`config.mk`:
```
export PLATFORM = sky130hd
export DESIGN_NAME = packets_parser
export DESIGN_NICKNAME = d
export VERILOG_FILES = /design/src/rtl/dsi_pkg.sv /design/src/rtl/ecc_decoder.sv /design/src/rtl/packets_parser.sv
export SDC_FILE = /design/constraint.sdc
export NUM_CORES = 1
export LEC_CHECK = 0
export ABC_CLOCK_PERIOD_IN_PS = 6440
export CAP_MARGIN = 20
export CORE_ASPECT_RATIO = 1.4
export CORE_UTILIZATION = 40
export CTS_BUF_LIST = sky130_fd_sc_hd__clkbuf_16
export DETAILED_ROUTE_END_ITERATION = 10
export HOLD_SLACK_MARGIN = 0.15
export PLACE_DENSITY_LB_ADDON = 0.25
export RECOVER_POWER = 50
export REMOVE_ABC_BUFFERS = 1
export SLEW_MARGIN = 10
export SYNTH_ARGS = -nofsm -noshare
export SYNTH_HDL_FRONTEND = slang
export SYNTH_HIERARCHICAL = 1
export SYNTH_SLANG_ARGS = --single-unit
```
`constraint.sdc`:
```
create_clock -name clk -period 6.44 [get_ports clk]
set_input_delay 1.61 -clock clk [delete_from_list [all_inputs] [get_ports clk]]
set_output_delay 1.61 -clock clk [all_outputs]
set_load 0.03 [all_outputs]
```
`src/rtl/dsi_pkg.sv`:
```
// Shared DSI receive definitions: parser states, header layout, data types,
// CRC-16 byte step and the header ECC column table.
package dsi_pkg;

  typedef enum logic [2:0] {IDLE, HEADER, PAYLOAD, CRC, DRAIN} state_t;

  typedef struct packed {
    logic [15:0] wc;
    logic [7:0]  di;
  } hdr_t;

  localparam logic [15:0] CRC_INIT     = 16'hFFFF;
  localparam logic [15:0] CRC_POLY_REV = 16'h8408;

  localparam logic [5:0] DT_ACK_ERR         = 6'h02;
  localparam logic [5:0] DT_EOTP            = 6'h08;
  localparam logic [5:0] DT_GEN_LONG_RESP   = 6'h1A;
  localparam logic [5:0] DT_DCS_LONG_RESP   = 6'h1C;
  localparam logic [5:0] DT_GEN_SHORT_RESP1 = 6'h11;
  localparam logic [5:0] DT_GEN_SHORT_RESP2 = 6'h12;
  localparam logic [5:0] DT_DCS_SHORT_RESP1 = 6'h21;
  localparam logic [5:0] DT_DCS_SHORT_RESP2 = 6'h22;

  // Only the low nibble of DT decides packet length.
  function automatic logic is_long_dt(input logic [3:0] dt);
    return (dt >= 4'h9) && (dt <= 4'hE);
  endfunction

  function automatic logic [15:0] crc16_byte(input logic [15:0] crc, input logic [7:0] b);
    logic [15:0] c;
    logic        fb;
    c = crc;
    for (int i = 0; i < 8; i++) begin
      fb = c[0] ^ b[i];
      c  = {1'b0, c[15:1]} ^ (fb ? CRC_POLY_REV : 16'h0000);
    end
    return c;
  endfunction

  // Parity bits {P5..P0} each header data bit contributes to.
  function automatic logic [5:0] ecc_col(input int i);
    case (i)
      0: return 6'h07;  1: return 6'h0B;  2: return 6'h0D;  3: return 6'h0E;
      4: return 6'h13;  5: return 6'h15;  6: return 6'h16;  7: return 6'h19;
      8: return 6'h1A;  9: return 6'h1C; 10: return 6'h23; 11: return 6'h25;
     12: return 6'h26; 13: return 6'h29; 14: return 6'h2A; 15: return 6'h2C;
     16: return 6'h31; 17: return 6'h32; 18: return 6'h34; 19: return 6'h38;
     20: return 6'h1F; 21: return 6'h2F; 22: return 6'h37; 23: return 6'h3B;
      default: return 6'h00;
    endcase
  endfunction

  function automatic logic [3:0] strb_of(input logic [3:0] n);
    logic [3:0] s;
    for (int i = 0; i < 4; i++) s[i] = (4'(i) < n);
    return s;
  endfunction

  function automatic logic [31:0] byte_mask(input logic [3:0] s);
    return {{8{s[3]}}, {8{s[2]}}, {8{s[1]}}, {8{s[0]}}};
  endfunction

endpackage

```
`src/rtl/ecc_decoder.sv`:
```
// Hamming(24,6) header check: corrects any single-bit error (data or parity),
// flags everything else with a non-zero syndrome as fatal.
module ecc_decoder
  import dsi_pkg::*;
(
  input  logic [23:0] hdr,
  input  logic [7:0]  ecc,
  output logic [23:0] hdr_fixed,
  output logic        corrected,
  output logic        fatal
);

  logic [7:0] calc, syn;
  logic       hit;

  always_comb begin
    calc = '0;
    for (int i = 0; i < 24; i++)
      if (hdr[i]) calc = calc ^ {2'b00, ecc_col(i)};
    syn       = calc ^ ecc;
    hdr_fixed = hdr;
    hit       = $onehot(syn);
    for (int i = 0; i < 24; i++)
      if (syn == {2'b00, ecc_col(i)}) begin
        hdr_fixed[i] = ~hdr[i];
        hit          = 1'b1;
      end
    corrected = (syn != 8'h00) && hit;
    fatal     = (syn != 8'h00) && !hit;
  end

endmodule

```
`src/rtl/packets_parser.sv`:
```
// DSI RX packet parser: splits RX bursts into short/long packets through an
// 8-byte staging buffer, fixes headers, realigns payload and checks CRC-16.
module packets_parser
  import dsi_pkg::*;
#(
  parameter bit          CRC_CHECK_EN = 1'b1,
  parameter logic [15:0] WC_MAX       = 16'hFFFF
) (
  input  logic        clk,
  input  logic        rst_n,
  input  logic [31:0] in_data,
  input  logic        in_valid,
  input  logic [2:0]  in_nbytes,
  input  logic        in_eot,
  output logic        in_ready,
  output logic        hdr_valid,
  output logic [7:0]  hdr_di,
  output logic [15:0] hdr_wc,
  output logic        hdr_long,
  output logic        hdr_ecc_corrected,
  output logic        hdr_ecc_fatal,
  output logic [31:0] pld_data,
  output logic [3:0]  pld_strb,
  output logic        pld_valid,
  output logic        pld_last,
  output logic        pkt_done,
  output logic        crc_err,
  output logic        trunc_err
);

  state_t      state_q, state_n;
  logic [63:0] stg_q, stg_n, stg_sh;
  logic [31:0] in_masked;
  logic [3:0]  fill_q, fill_n, fill_c, ncons, k, nb;
  logic [15:0] rem_q, rem_n, crc_q, crc_n, crc_pl;
  logic        hold_q, hold_n, clear, accept;
  logic        hdr_go, pld_go, last_n, done_go, crc_err_n, trunc_n;
  hdr_t        hdr_fix;
  logic        ecc_corr, ecc_fatal, long_pkt, fatal;

  // hold_q marks "end of burst already accepted"; it resets high so in_ready
  // stays low until the first post-reset cycle lands in IDLE.
  assign in_ready = !hold_q && (fill_q <= 4'd4);
  assign accept   = in_valid && in_ready;

  ecc_decoder u_ecc (
    .hdr       (stg_q[23:0]),
    .ecc       (stg_q[31:24]),
    .hdr_fixed (hdr_fix),
    .corrected (ecc_corr),
    .fatal     (ecc_fatal)
  );

  assign long_pkt = is_long_dt(hdr_fix.di[3:0]);
  assign fatal    = ecc_fatal || (long_pkt && ({1'b0, hdr_fix.wc} > {1'b0, WC_MAX}));
  assign k        = (rem_q >= 16'd4) ? 4'd4 : rem_q[3:0];

  always_comb begin
    crc_pl = crc_q;
    for (int i = 0; i < 4; i++)
      if (4'(i) < k) crc_pl = crc16_byte(crc_pl, stg_q[8*i +: 8]);
    in_masked = '0;
    for (int i = 0; i < 4; i++)
      if (3'(i) < in_nbytes) in_masked[8*i +: 8] = in_data[8*i +: 8];
  end

  always_comb begin
    state_n = state_q;  hold_n = hold_q;  rem_n = rem_q;  crc_n = crc_q;
    ncons = '0;  clear = 1'b0;  nb = k;
    hdr_go = 1'b0;  pld_go = 1'b0;  last_n = 1'b0;
    done_go = 1'b0;  crc_err_n = 1'b0;  trunc_n = 1'b0;
    if (accept && in_eot) hold_n = 1'b1;
    unique case (state_q)
      IDLE: begin
        hold_n = accept && in_eot;
        if (accept) state_n = HEADER;
      end
      HEADER:
        if (fill_q >= 4'd4) begin
          ncons  = 4'd4;
          hdr_go = 1'b1;
          if (fatal) state_n = DRAIN;
          else if (long_pkt) begin
            crc_n   = CRC_INIT;
            rem_n   = hdr_fix.wc;
            state_n = (hdr_fix.wc != 16'd0) ? PAYLOAD : CRC;
          end else done_go = 1'b1;
        end else if (hold_q) begin
          ncons = fill_q;   // EoT padding
          clear = 1'b1;
        end
      PAYLOAD:
        if (fill_q >= k) begin
          ncons  = k;
          pld_go = 1'b1;
          crc_n  = crc_pl;
          rem_n  = rem_q - {12'd0, k};
          if (rem_q == {12'd0, k}) begin
            last_n  = 1'b1;
            state_n = CRC;
          end
        end else if (hold_q) begin
          ncons   = fill_q;
          nb      = fill_q;
          pld_go  = (fill_q != 4'd0);
          last_n  = 1'b1;
          done_go = 1'b1;
          trunc_n = 1'b1;
          clear   = 1'b1;
        end
      CRC:
        if (fill_q >= 4'd2) begin
          ncons     = 4'd2;
          done_go   = 1'b1;
          crc_err_n = CRC_CHECK_EN && (stg_q[15:0] != crc_q);
          state_n   = HEADER;
        end else if (hold_q) begin
          ncons   = fill_q;
          done_go = 1'b1;
          trunc_n = 1'b1;
          clear   = 1'b1;
        end
      DRAIN: begin
        ncons = fill_q;
        if (hold_q) begin
          done_go = 1'b1;
          clear   = 1'b1;
        end
      end
      default: clear = 1'b1;
    endcase
    if (clear) begin
      state_n = IDLE;
      hold_n  = 1'b0;
    end
    // Consume from byte0 first, then append the new word at the post-consume fill.
    stg_sh = stg_q >> {ncons, 3'b000};
    fill_c = fill_q - ncons;
    stg_n  = stg_sh;
    fill_n = fill_c;
    if (accept) begin
      stg_n  = stg_sh | ({32'd0, in_masked} << {fill_c, 3'b000});
      fill_n = fill_c + {1'b0, in_nbytes};
    end
  end

  always_ff @(posedge clk or negedge rst_n) begin
    if (!rst_n) begin
      state_q <= IDLE;  hold_q <= 1'b1;  stg_q <= '0;  fill_q <= '0;
      rem_q <= '0;  crc_q <= '0;
      hdr_valid <= 1'b0;  hdr_di <= '0;  hdr_wc <= '0;  hdr_long <= 1'b0;
      hdr_ecc_corrected <= 1'b0;  hdr_ecc_fatal <= 1'b0;
      pld_data <= '0;  pld_strb <= '0;  pld_valid <= 1'b0;  pld_last <= 1'b0;
      pkt_done <= 1'b0;  crc_err <= 1'b0;  trunc_err <= 1'b0;
    end else begin
      state_q <= state_n;  hold_q <= hold_n;  stg_q <= stg_n;  fill_q <= fill_n;
      rem_q <= rem_n;  crc_q <= crc_n;
      hdr_valid <= hdr_go;
      if (hdr_go) begin
        hdr_di            <= hdr_fix.di;
        hdr_wc            <= hdr_fix.wc;
        hdr_long          <= long_pkt;
        hdr_ecc_corrected <= ecc_corr;
        hdr_ecc_fatal     <= fatal;
      end
      pld_valid <= pld_go;
      pld_last  <= pld_go && last_n;
      if (pld_go) begin
        pld_data <= stg_q[31:0] & byte_mask(strb_of(nb));
        pld_strb <= strb_of(nb);
      end
      pkt_done  <= done_go;
      crc_err   <= crc_err_n;
      trunc_err <= trunc_n;
    end
  end

endmodule

```
; ---- Word level (Yosys, flattened, before mapping)
; Cells that the tools add are included.
[totals]
ff_bits = 173
out_inout_bits = 70
input_bits = 39
[classes]
mux = 190
order_cmp = 19
n_reduce_logical = 18
n_eq_ne = 41
n_bitwise = 114
add_sub_neg = 10
n_shift = 2
[op_table]
columns = operator, count
row1 = 2-to-1 mux 16 bit, 44
row2 = bitwise XOR 15 x 16 -> 16 bit, 32
row3 = 2-to-1 mux 8 bit, 27
row4 = bitwise XOR 8 x 6 -> 8 bit, 23
row5 = 2-to-1 mux 6 bit, 23
row6 = "equality test 8 x 6 -> 1 bit, second input constant", 13
row7 = 2-to-1 mux 1 bit, 70
row8 = 2-to-1 mux 64 bit, 1
row9 = bitwise OR 64 bit, 1
row10 = case mux 16 bit (2 select lines), 2
row11 = << shifter 32 x 7 -> 64 bit, 1
row12 = >> shifter 64 x 7 -> 64 bit, 1
row13 = "equality test 8 x 5 -> 1 bit, second input constant", 7
row14 = 2-to-1 mux 4 bit, 9
row15 = bitwise AND 32 bit, 1
row16 = bitwise XOR 1 bit, 32
row17 = 2-to-1 mux 3 bit, 9
row18 = "equality test 8 x 4 -> 1 bit, second input constant", 3
row19 = NOT 1 bit, 24
row20 = equality test 16 x 4 -> 1 bit, 1
row21 = ">= comparator 16 x 3 -> 1 bit, second input constant", 1
row22 = "less-than comparator 1 x 4 -> 1 bit, first input constant", 4
row23 = "less-than comparator 2 x 4 -> 1 bit, first input constant", 4
row24 = inequality test 16 bit, 1
row25 = 38 further kinds, 60

; ---- Depth between registers and ports, before layout
; Gate-level depths: netlist of the first run.
[logic_depth]
ltp_word = 102
ltp_mapped = 30

; ---- Cells and area by module
; Netlist of the first run, hierarchy kept.
[by_module_without_submodules]
columns = module, instances, seq_area_each_um2, area_each_um2, cells_each
row1 = packets_parser, 1, 4330.4, 12045.3, 1347
row2 = ecc_decoder, 1, 0.0, 1400.1, 165

; ---- Worst setup path before layout of the first run
; Ideal clock, no wire load.
[synth_timing]
kind = reg2reg
startpoint = register rem_q[13]
endpoint = register stg_q[0]
synth_period_minus_slack_ns = 5.867
arrival_time_ns = 5.783
setup_time_ns = 0.084
required_time_ns = 6.356
stages_incl_launch_ff = 29
path_slack_ns = 0.573
n_path_buf = 5
path_cell_list = dfrtp_1 > or3_1 > nand4bb_1 > inv_2 > buf_6 > buf_4 > nand2_1 > inv_1 > ha_1 > nand2b_1 > a21o_1 > a21o_1 > a21oi_1 > nand3_1 > o21ai_0 > nand2_1 > and2_1 > clkbuf_1 > clkinv_1 > clkbuf_1 > buf_1 > ha_1 > inv_1 > fa_1 > xnor2_1 > nand3_1 > nor2_1 > nand2_1 > o22ai_1
[synth_between]
elab_chain_cells = 9
[synth_lines]
columns = item, line_no
row1 = start: declaration, packets_parser.sv:35  ; logic [15:0] rem_q, rem_n, crc_q, crc_n, crc_pl;
row2 = start signal: assignment, packets_parser.sv:157  ; rem_q <= rem_n; crc_q <= crc_n;
row3 = >= comparator 16 x 3 -> 1 bit (*), packets_parser.sv:56  ; assign k = (rem_q >= 16'd4) ? 4'd4 : rem_q[3:0];
row4 = 2-to-1 mux 4 bit (*), packets_parser.sv:56
row5 = >= comparator 4 bit, packets_parser.sv:93  ; if (fill_q >= k) begin
row6 = 2-to-1 mux 4 bit (*), packets_parser.sv:93
row7 = case mux 4 bit (4 select lines) (*), packets_parser.sv:73  ; unique case (state_q)
row8 = subtractor 4 bit, packets_parser.sv:138  ; fill_c = fill_q - ncons;
row9 = << shifter 32 x 7 -> 64 bit, packets_parser.sv:142  ; stg_n = stg_sh | ({32'd0, in_masked} << {fill_c, 3'b000});
row10 = bitwise OR 64 bit, packets_parser.sv:142
row11 = 2-to-1 mux 64 bit (*), packets_parser.sv:141  ; if (accept) begin
row12 = via stg_n[0], packets_parser.sv:32  ; logic [63:0] stg_q, stg_n, stg_sh;
row13 = end signal: assignment, packets_parser.sv:156  ; state_q <= state_n; hold_q <= hold_n; stg_q <= stg_n; fill_q <= fill_n;
row14 = end: declaration, packets_parser.sv:32
; Mark *: on every way through the listed nets, which the timed path passes. The rest lies on a longest branch.
; A chain may end at the register's enable or synchronous reset.

; ---- Final worst setup path of the first run
[layout_timing]
startpoint = register stg_q[7]
endpoint = register state_q[1]
[layout_between]
elab_chain_cells = 68
[layout_lines]
columns = item, line_no
row1 = 2-to-1 mux 8 bit (*), ecc_decoder.sv:19  ; if (hdr[i]) calc = calc ^ {2'b00, ecc_col(i)};
row2 = bitwise XOR 8 x 6 -> 8 bit, ecc_decoder.sv:19
row3 = 2-to-1 mux 8 bit (*), ecc_decoder.sv:19
row4 = bitwise XOR 8 x 6 -> 8 bit, ecc_decoder.sv:19
row5 = 2-to-1 mux 8 bit (*), ecc_decoder.sv:19
row6 = bitwise XOR 8 x 6 -> 8 bit, ecc_decoder.sv:19
row7 = 2-to-1 mux 8 bit (*), ecc_decoder.sv:19
row8 = bitwise XOR 8 x 6 -> 8 bit, ecc_decoder.sv:19
row9 = [30 not listed], n/a
row10 = 2-to-1 mux 1 bit (24 in a row), ecc_decoder.sv:24  ; if (syn == {2'b00, ecc_col(i)}) begin
row11 = zero test 1 bit, ecc_decoder.sv:29  ; fatal = (syn != 8'h00) && !hit;
row12 = logical AND 1 bit (*), ecc_decoder.sv:29
row13 = via ecc_fatal, packets_parser.sv:39  ; logic ecc_corr, ecc_fatal, long_pkt, fatal;
row14 = 2-to-1 mux 3 bit, packets_parser.sv:82  ; if (fatal) state_n = DRAIN;
row15 = 2-to-1 mux 3 bit, packets_parser.sv:79  ; if (fill_q >= 4'd4) begin
row16 = case mux 3 bit (4 select lines), packets_parser.sv:73
row17 = 2-to-1 mux 3 bit, packets_parser.sv:132  ; if (clear) begin
row18 = end signal: assignment, packets_parser.sv:156
row19 = end: declaration, packets_parser.sv:31  ; state_t state_q, state_n;
; Mark *: on every way through the listed nets, which the timed path passes. The rest lies on a longest branch. The select of a mux whose other input is x is not followed.

==> results of run 1 <==
## cell type report
class                      instances  area [µm²]
timing repair buffer             164        1540
inverter                          36         138
clock inverter                    15         153
fill                            3254       17500
clock buffer                      17         425
sequential                       173        4340
tap                              445         557
multi-input combinational       1209        8620
## layer usage
layer | part of all wire, % | global-route usage, %
met1 | 38 | 32.1
met2 | 51 | 49.3
met3 | 5.0 | 3.99
met4 | 6.6 | 19.0
met5 | 0 | 0
## worst paths after layout
check / startpoint / end / slack [ns] / cells after the start
max: stg_q[7] / state_q[1] / 0.40 / 21
min: hdr_ecc_corrected / hdr_ecc_corrected / 0.47 / 2
max reg2reg: stg_q[7] / state_q[1] / 0.40 / 21
min reg2reg: hdr_ecc_corrected / hdr_ecc_corrected / 0.47 / 2
max in group asynchronous: rst_n / stg_q[20] / 4.19 / 2
min in group asynchronous: rst_n / crc_q[15] / 0.95 / 1
## metrics by stage
stage	cell area (µm²)	setup TNS [ns]
final	15800	0
after floorplan	13100	-178.16
after global placement	15200	0
after detailed placement	15200	0
after global routing	15800	0
after CTS	15800	0
## registers in the layout, summed over array words and instances, names as in the netlist
name and count:
stg_q 64, pld_data 32, crc_q 16, hdr_wc 16, rem_q 16, hdr_di 8, fill_q 4, pld_strb 4
state_q 3, crc_err 1, hdr_ecc_corrected 1, hdr_ecc_fatal 1, hdr_long 1, hdr_valid 1, hold_q 1, pkt_done 1
pld_last 1, pld_valid 1, trunc_err 1
## power breakdown
| group | internal, mW | switching (mW) | total, mW | leakage [nW] |
|---|---|---|---|---|
| clock | 0.514 | 0.515 | 1.03 | 0.277 |
| combinational | 0.0376 | 0.0590 | 0.0966 | 4.63 |
| sequential | 1.09 | 0 | 1.09 | 2.38 |
## placed cells by master, fill, tap and decap left out, types with 7 or more instances in the layout
cell type / count
mux2_2: 12
ha_1: 15
clkbuf_16: 17
or3_1: 8
nand2b_1: 10
a211oi_1: 20
a21oi_1: 99
o22ai_1: 62
mux2i_1: 80
inv_1: 32
a32o_1: 13
xnor2_1: 90
o32ai_1: 8
a22o_1: 48
nor3_1: 49
clkdlybuf4s50_1: 74
a221oi_1: 7
a32oi_1: 13
nand3_1: 21
a31oi_1: 15
dfrtp_1: 168
nand4_1: 9
buf_4: 51
xnor3_1: 25
nand2_1: 236
and2_1: 16
a22oi_1: 18
nor2_1: 85
xnor2_2: 10
nor4_1: 19
dlygate4sd3_1: 33
o21ai_0: 43
xor2_1: 68
a21o_1: 13
## worst min-delay path, stage by stage (launching register included)
cell     delay [ns]
dfrtp_1        0.34
nand2_1        0.05
nand2_1        0.05
## logic make-up (layout without fill, tap and decap cells)
family | Yosys count | in the layout | synth area share (%)
buffers and inverters | 131 | 232 | 3.89
other | 1 | 2 | 0.0279
muxes | 96 | 96 | 7.48
xor gates and xnor gates | 206 | 206 | 17.7
and+or+nand+nor | 484 | 484 | 16.2
adders and majority gates | 21 | 21 | 2.29
DFF | 173 | 173 | 32.2
AOI/OAI and AO/OA | 400 | 400 | 20.3
## timing repair
action / CTS / global route
endpoints found under the hold margin: 0 / 0
resized for setup: 0 / 5
endpoints found under the setup margin: 0 / 8
==> impl_metrics.ini, run 1 <==
[synthesis]
yosysWarnings = 6
seq_area_frac_synth_pct = 32.2
synth_most_common_cell = nand2_1
yosys-top-cells-area = dfrtp_1 32%, nand2_1 6.6%, mux2i_1 6.0%
synth_top_cell_area_share_pct = 32.0
syn_inst = 1512
async_reset_ff_share_pct = 100
yosysUniqueCellTypes = 85
synth_edf_count = 0
synth_area_um2 = 13400
synth_common_cells = 236 x nand2_1, 172 x dfrtp_1, 99 x a21oi_1, 91 x xnor2_1, 85 x nor2_1
avgSynthCellArea_um2 = 8.89
ys_seq_elements = 173
synthFlopType = dfrtp_1
synth_top_area_cell = dfrtp_1

[pwr]
p_leak_nw = 7.29
finalPower_mw = 2.21
vdd.ir_drop.worst_mv = 0.115
powerDensity_nw_per_um2 = 140

[floorplan]
die_h_um = 219
initial_core_util_pct = 40.5
die_area_um2 = 34400
die_w_um = 157
core_um2 = 33200
ioPinCount = 109
num_rows = 79

[clock_tree]
cts_buffer_depth = 2
path_clk_slew_ns = 0.08
cts_setup_buffers = 0
htree_levels = 4
postCtsHoldBufs = 0
clk_latency_ns = 0.46
clock_sinks = 173
root_buffer = clkbuf_16
cts_tree = done
cts_buffers = 17

[route]
totalWireLength_um = 47400
drc_errors = 0
detail_route.wl_per_cell_um = 23.0
routed_via_density = 6.02
firstDrtPassIters = 5
ant_nets = 0
drt-initial-drc-count = 869
vias = 12402

[setup_path]
crit_buf_inv = 5
path_delay_family = adder cells
endpoint_kind = flip-flop
critPathKind = flip-flop to flip-flop
worstPathMaxFanout = 6
crit_arrival_ns = 6.39
cpPeakStageDelay_ns = 0.63
worstPathRequired_ns = 6.79
crit_top_cell = inv_1
start_kind = flip-flop
crit_slowest_cell = dfrtp_1
crit_chain = xor2_1 -> xnor3_1 -> xnor2_2 -> xnor2_1 -> buf_4 -> inv_1 -> fa_1 -> inv_1 -> fa_1 -> inv_1 -> ha_1 -> inv_1 -> fa_1 -> a21oi_1 -> nor2_1 -> nor4_1 -> and4b_1 -> nor2_1 -> a221oi_1 -> o21ai_0 -> o32ai_1

[sta]
worst_slack_ns = 0.399
setup_viol = 0
slew_headroom_pct = 1.69
drv_slew = 0
max_freq_mhz = 166
finalHoldViolCount = 0
holdWs_ns = 0.468
worst_pin_slew_ns = 1.47
post-route-min-period_ns = 6.04
post-route-period-util_pct = 93.8
rsz0062_at_grt = no
finClkSkew_ns = 0.0154

[placement]
gp_congestion = 0.950
dpl_worst_slack_ns = 0.378
hpwl_um = 35500
io_buffers = 108
place_inst = 2027

[grt]
overflow = 0
grt_pass1_wl_um = 72300
grt_start_max_net_pins = 173
grt_pass1_vias = 12179
antenna_found_initial = 0
track_usage_pct = 28.4

[flow_run]
max_cap_viol_count = 0

[finish]
finalNonFillerCells = 2059
area_delta_synth_final_pct = 17.2
drive_gt1_share_pct = 8.98
n_antenna_cell = 0
fin_nets = 1661
post-route-util_pct = 47.5

[min_path]
hold_path_class = flip-flop to flip-flop

[run_status]
status = finished, final reports clean
(Power assumes the default switching activity.)
==> run 2, diff against run 1 <==
--- a/config.mk
+++ b/config.mk
@@ -11,6 +11,7 @@
 export CORE_UTILIZATION = 40
 export CTS_BUF_LIST = sky130_fd_sc_hd__clkbuf_16
 export DETAILED_ROUTE_END_ITERATION = 10
+export GPL_TIMING_DRIVEN = 0
 export HOLD_SLACK_MARGIN = 0.15
 export PLACE_DENSITY_LB_ADDON = 0.25
 export RECOVER_POWER = 50
==> impl_metrics.ini, run 2 (synthesized netlist as in run 1, its figures left out) <==
[route]
vias = 12288
drt-initial-drc-count = 1011
firstDrtPassIters = 7
drc_errors = 0
detail_route.wl_per_cell_um = 22.5
ant_nets = 0
routed_via_density = 6.02
totalWireLength_um = 46000

[clock_tree]
htree_levels = 4
clock_sinks = 173
root_buffer = clkbuf_16
cts_buffers = 17
cts_tree = done
clk_latency_ns = 0.47
postCtsHoldBufs = 0
cts_buffer_depth = 2
path_clk_slew_ns = 0.08

[sta]
drv_slew = 82
post-route-period-util_pct = 95.2
finClkSkew_ns = 0.0141
max_freq_mhz = 163
setup_tns_ns = 0
worst_slack_ns = 0.310
post-route-min-period_ns = 6.13
worst_pin_slew_ns = 4.16
setup_viol = 0
slew_headroom_pct = -178
finalHoldViolCount = 0

[finish]
fin_nets = 1644
drive_gt1_share_pct = 10.1
top_regs = stg_q x64, pld_data x32
n_antenna_cell = 0
regMostFlops = stg_q
area_delta_synth_final_pct = 19.1
layout_commonest_cell = nand2_1
final_cell_mix = 234 x nand2_1, 164 x dfrtp_1, 98 x a21oi_1
largest_reg_flops = 64

[setup_path]
endpoint_kind = flip-flop
r2r-end = crc_q[6]
start_kind = flip-flop
crit_arrival_ns = 6.48
crit_cells = 22
crit_top_cell = inv_1
crit_end = crc_q[6]
crit_start = stg_q[20]
r2r_slack_ns = 0.31
reg2reg_from = stg_q[20]
crit_chain = xor2_1 -> xnor3_1 -> xnor2_2 -> xnor2_1 -> inv_1 -> fa_1 -> inv_1 -> fa_1 -> inv_1 -> ha_1 -> inv_1 -> fa_1 -> a2111oi_1 -> a21oi_1 -> nor2_1 -> nor4_2 -> and4b_2 -> nand2_1 -> o21a_2 -> buf_12 -> nor2_1 -> a221oi_1
crit_buf_inv = 5
critPathKind = flip-flop to flip-flop
cpPeakStageDelay_ns = 0.68
worstPathRequired_ns = 6.78
worstPathMaxFanout = 38
path_delay_family = adder cells
crit_slowest_cell = dfrtp_1
rr_worst_depth = 22

[placement]
io_buffers = 108
dpl_worst_slack_ns = -3.08
gp_congestion = 0.928
hpwl_um = 33000

[floorplan]
die_w_um = 157
die_area_um2 = 34400
ioPinCount = 109
num_rows = 79
die_h_um = 219
initial_core_util_pct = 40.5
core_um2 = 33200

[grt]
grt_start_max_net_pins = 93
antenna_found_initial = 0
grt_pass1_vias = 12002
overflow = 0
track_usage_pct = 27.4
grt_pass1_wl_um = 70600

[pwr]
powerDensity_nw_per_um2 = 144
finalPower_mw = 2.30
vdd.ir_drop.worst_mv = 0.132
p_leak_nw = 7.32

[run_status]
violations = max-capacitance violations, max-slew violations
status = finished, violations left

[min_path]
hold_path_class = flip-flop to flip-flop

[flow_run]
max_cap_viol_count = 1
run 2: cell count changes in the layout (fill, tap and decap cells not counted), sizes merged:
cell | before | now
clkinv | 8 | 5
buf | 55 | 37
clkinvlp | 2 | 5
clkdlybuf4s25 | 0 | 1
inv | 41 | 39
clkbuf | 19 | 18
bufinv | 0 | 3
run 2: worst min-delay path by stage:
stage               from   endpoint  slack (ns)  cells past startpoint
6_report       hdr_wc[9]  hdr_wc[9]        0.47                      2
5_1_grt        hdr_wc[9]  hdr_wc[9]        0.49                      2
4_1_cts        hdr_wc[9]  hdr_wc[9]        0.48                      2
3_5_place_dp   hdr_wc[4]  hdr_wc[4]        0.46                      2
3_3_place_gp   hdr_wc[6]  hdr_wc[6]        0.46                      2
2_1_floorplan  stg_q[56]  stg_q[56]        0.51                      1
run 2: worst min-delay path, stage by stage (launching register included):
cell,delay [ns]
dfrtp_1,0.34
nand2_1,0.05
nand2_1,0.05
run 2: power by group:
part / switching (mW) / internal [mW] / leakage [nW] / total [mW]
logic: 0.0588 / 0.0393 / 4.65 / 0.0981
clock network: 0.500 / 0.617 / 0.294 / 1.12
registers: 0 / 1.09 / 2.37 / 1.09
run 2: metal layers:
metal | vias up | wire length [µm] | track usage, %
met4 | 0 | 2470 | 15.2
met3 | 139 | 2310 | 3.93
met5 | - | 0 | 0
li1 | 5603 | - | -
met1 | 6043 | 18000 | 32.2
met2 | 503 | 23200 | 47.5
run 2: cell type report:
| class | count | area (µm²) |
|---|---|---|
| Tap cell | 445 | 557 |
| Sequential cell | 173 | 4340 |
| Multi-Input combinational cell | 1209 | 8830 |
| Inverter | 36 | 159 |
| Clock inverter | 15 | 185 |
| Timing Repair inverter | 1 | 5.00 |
| Fill cell | 3250 | 17200 |
| Clock buffer | 17 | 425 |
| Timing Repair Buffer | 146 | 1510 |
run 2: metrics by stage:
step / hold WS [ns] / util, % / instance area (µm²) / instances
2_1_floorplan: 0.509 / - / 13100 / 1418
3_3_place_gp: 0.461 / 44.3 / 14700 / 1971
3_5_place_dp: 0.464 / 45.2 / 15000 / 1994
4_1_cts: 0.480 / 47.6 / 15800 / 2029
5_1_grt: 0.492 / 48.2 / 16000 / 2042
6_report: 0.466 / 48.2 / 16000 / 2042
run 2: timing repair:
action,4_1_cts,5_1_grt
pin swaps,2,6
setup endpoints to repair,102,87
gates resized for setup,32,19
setup buffers,2,11
gates cloned,1,0
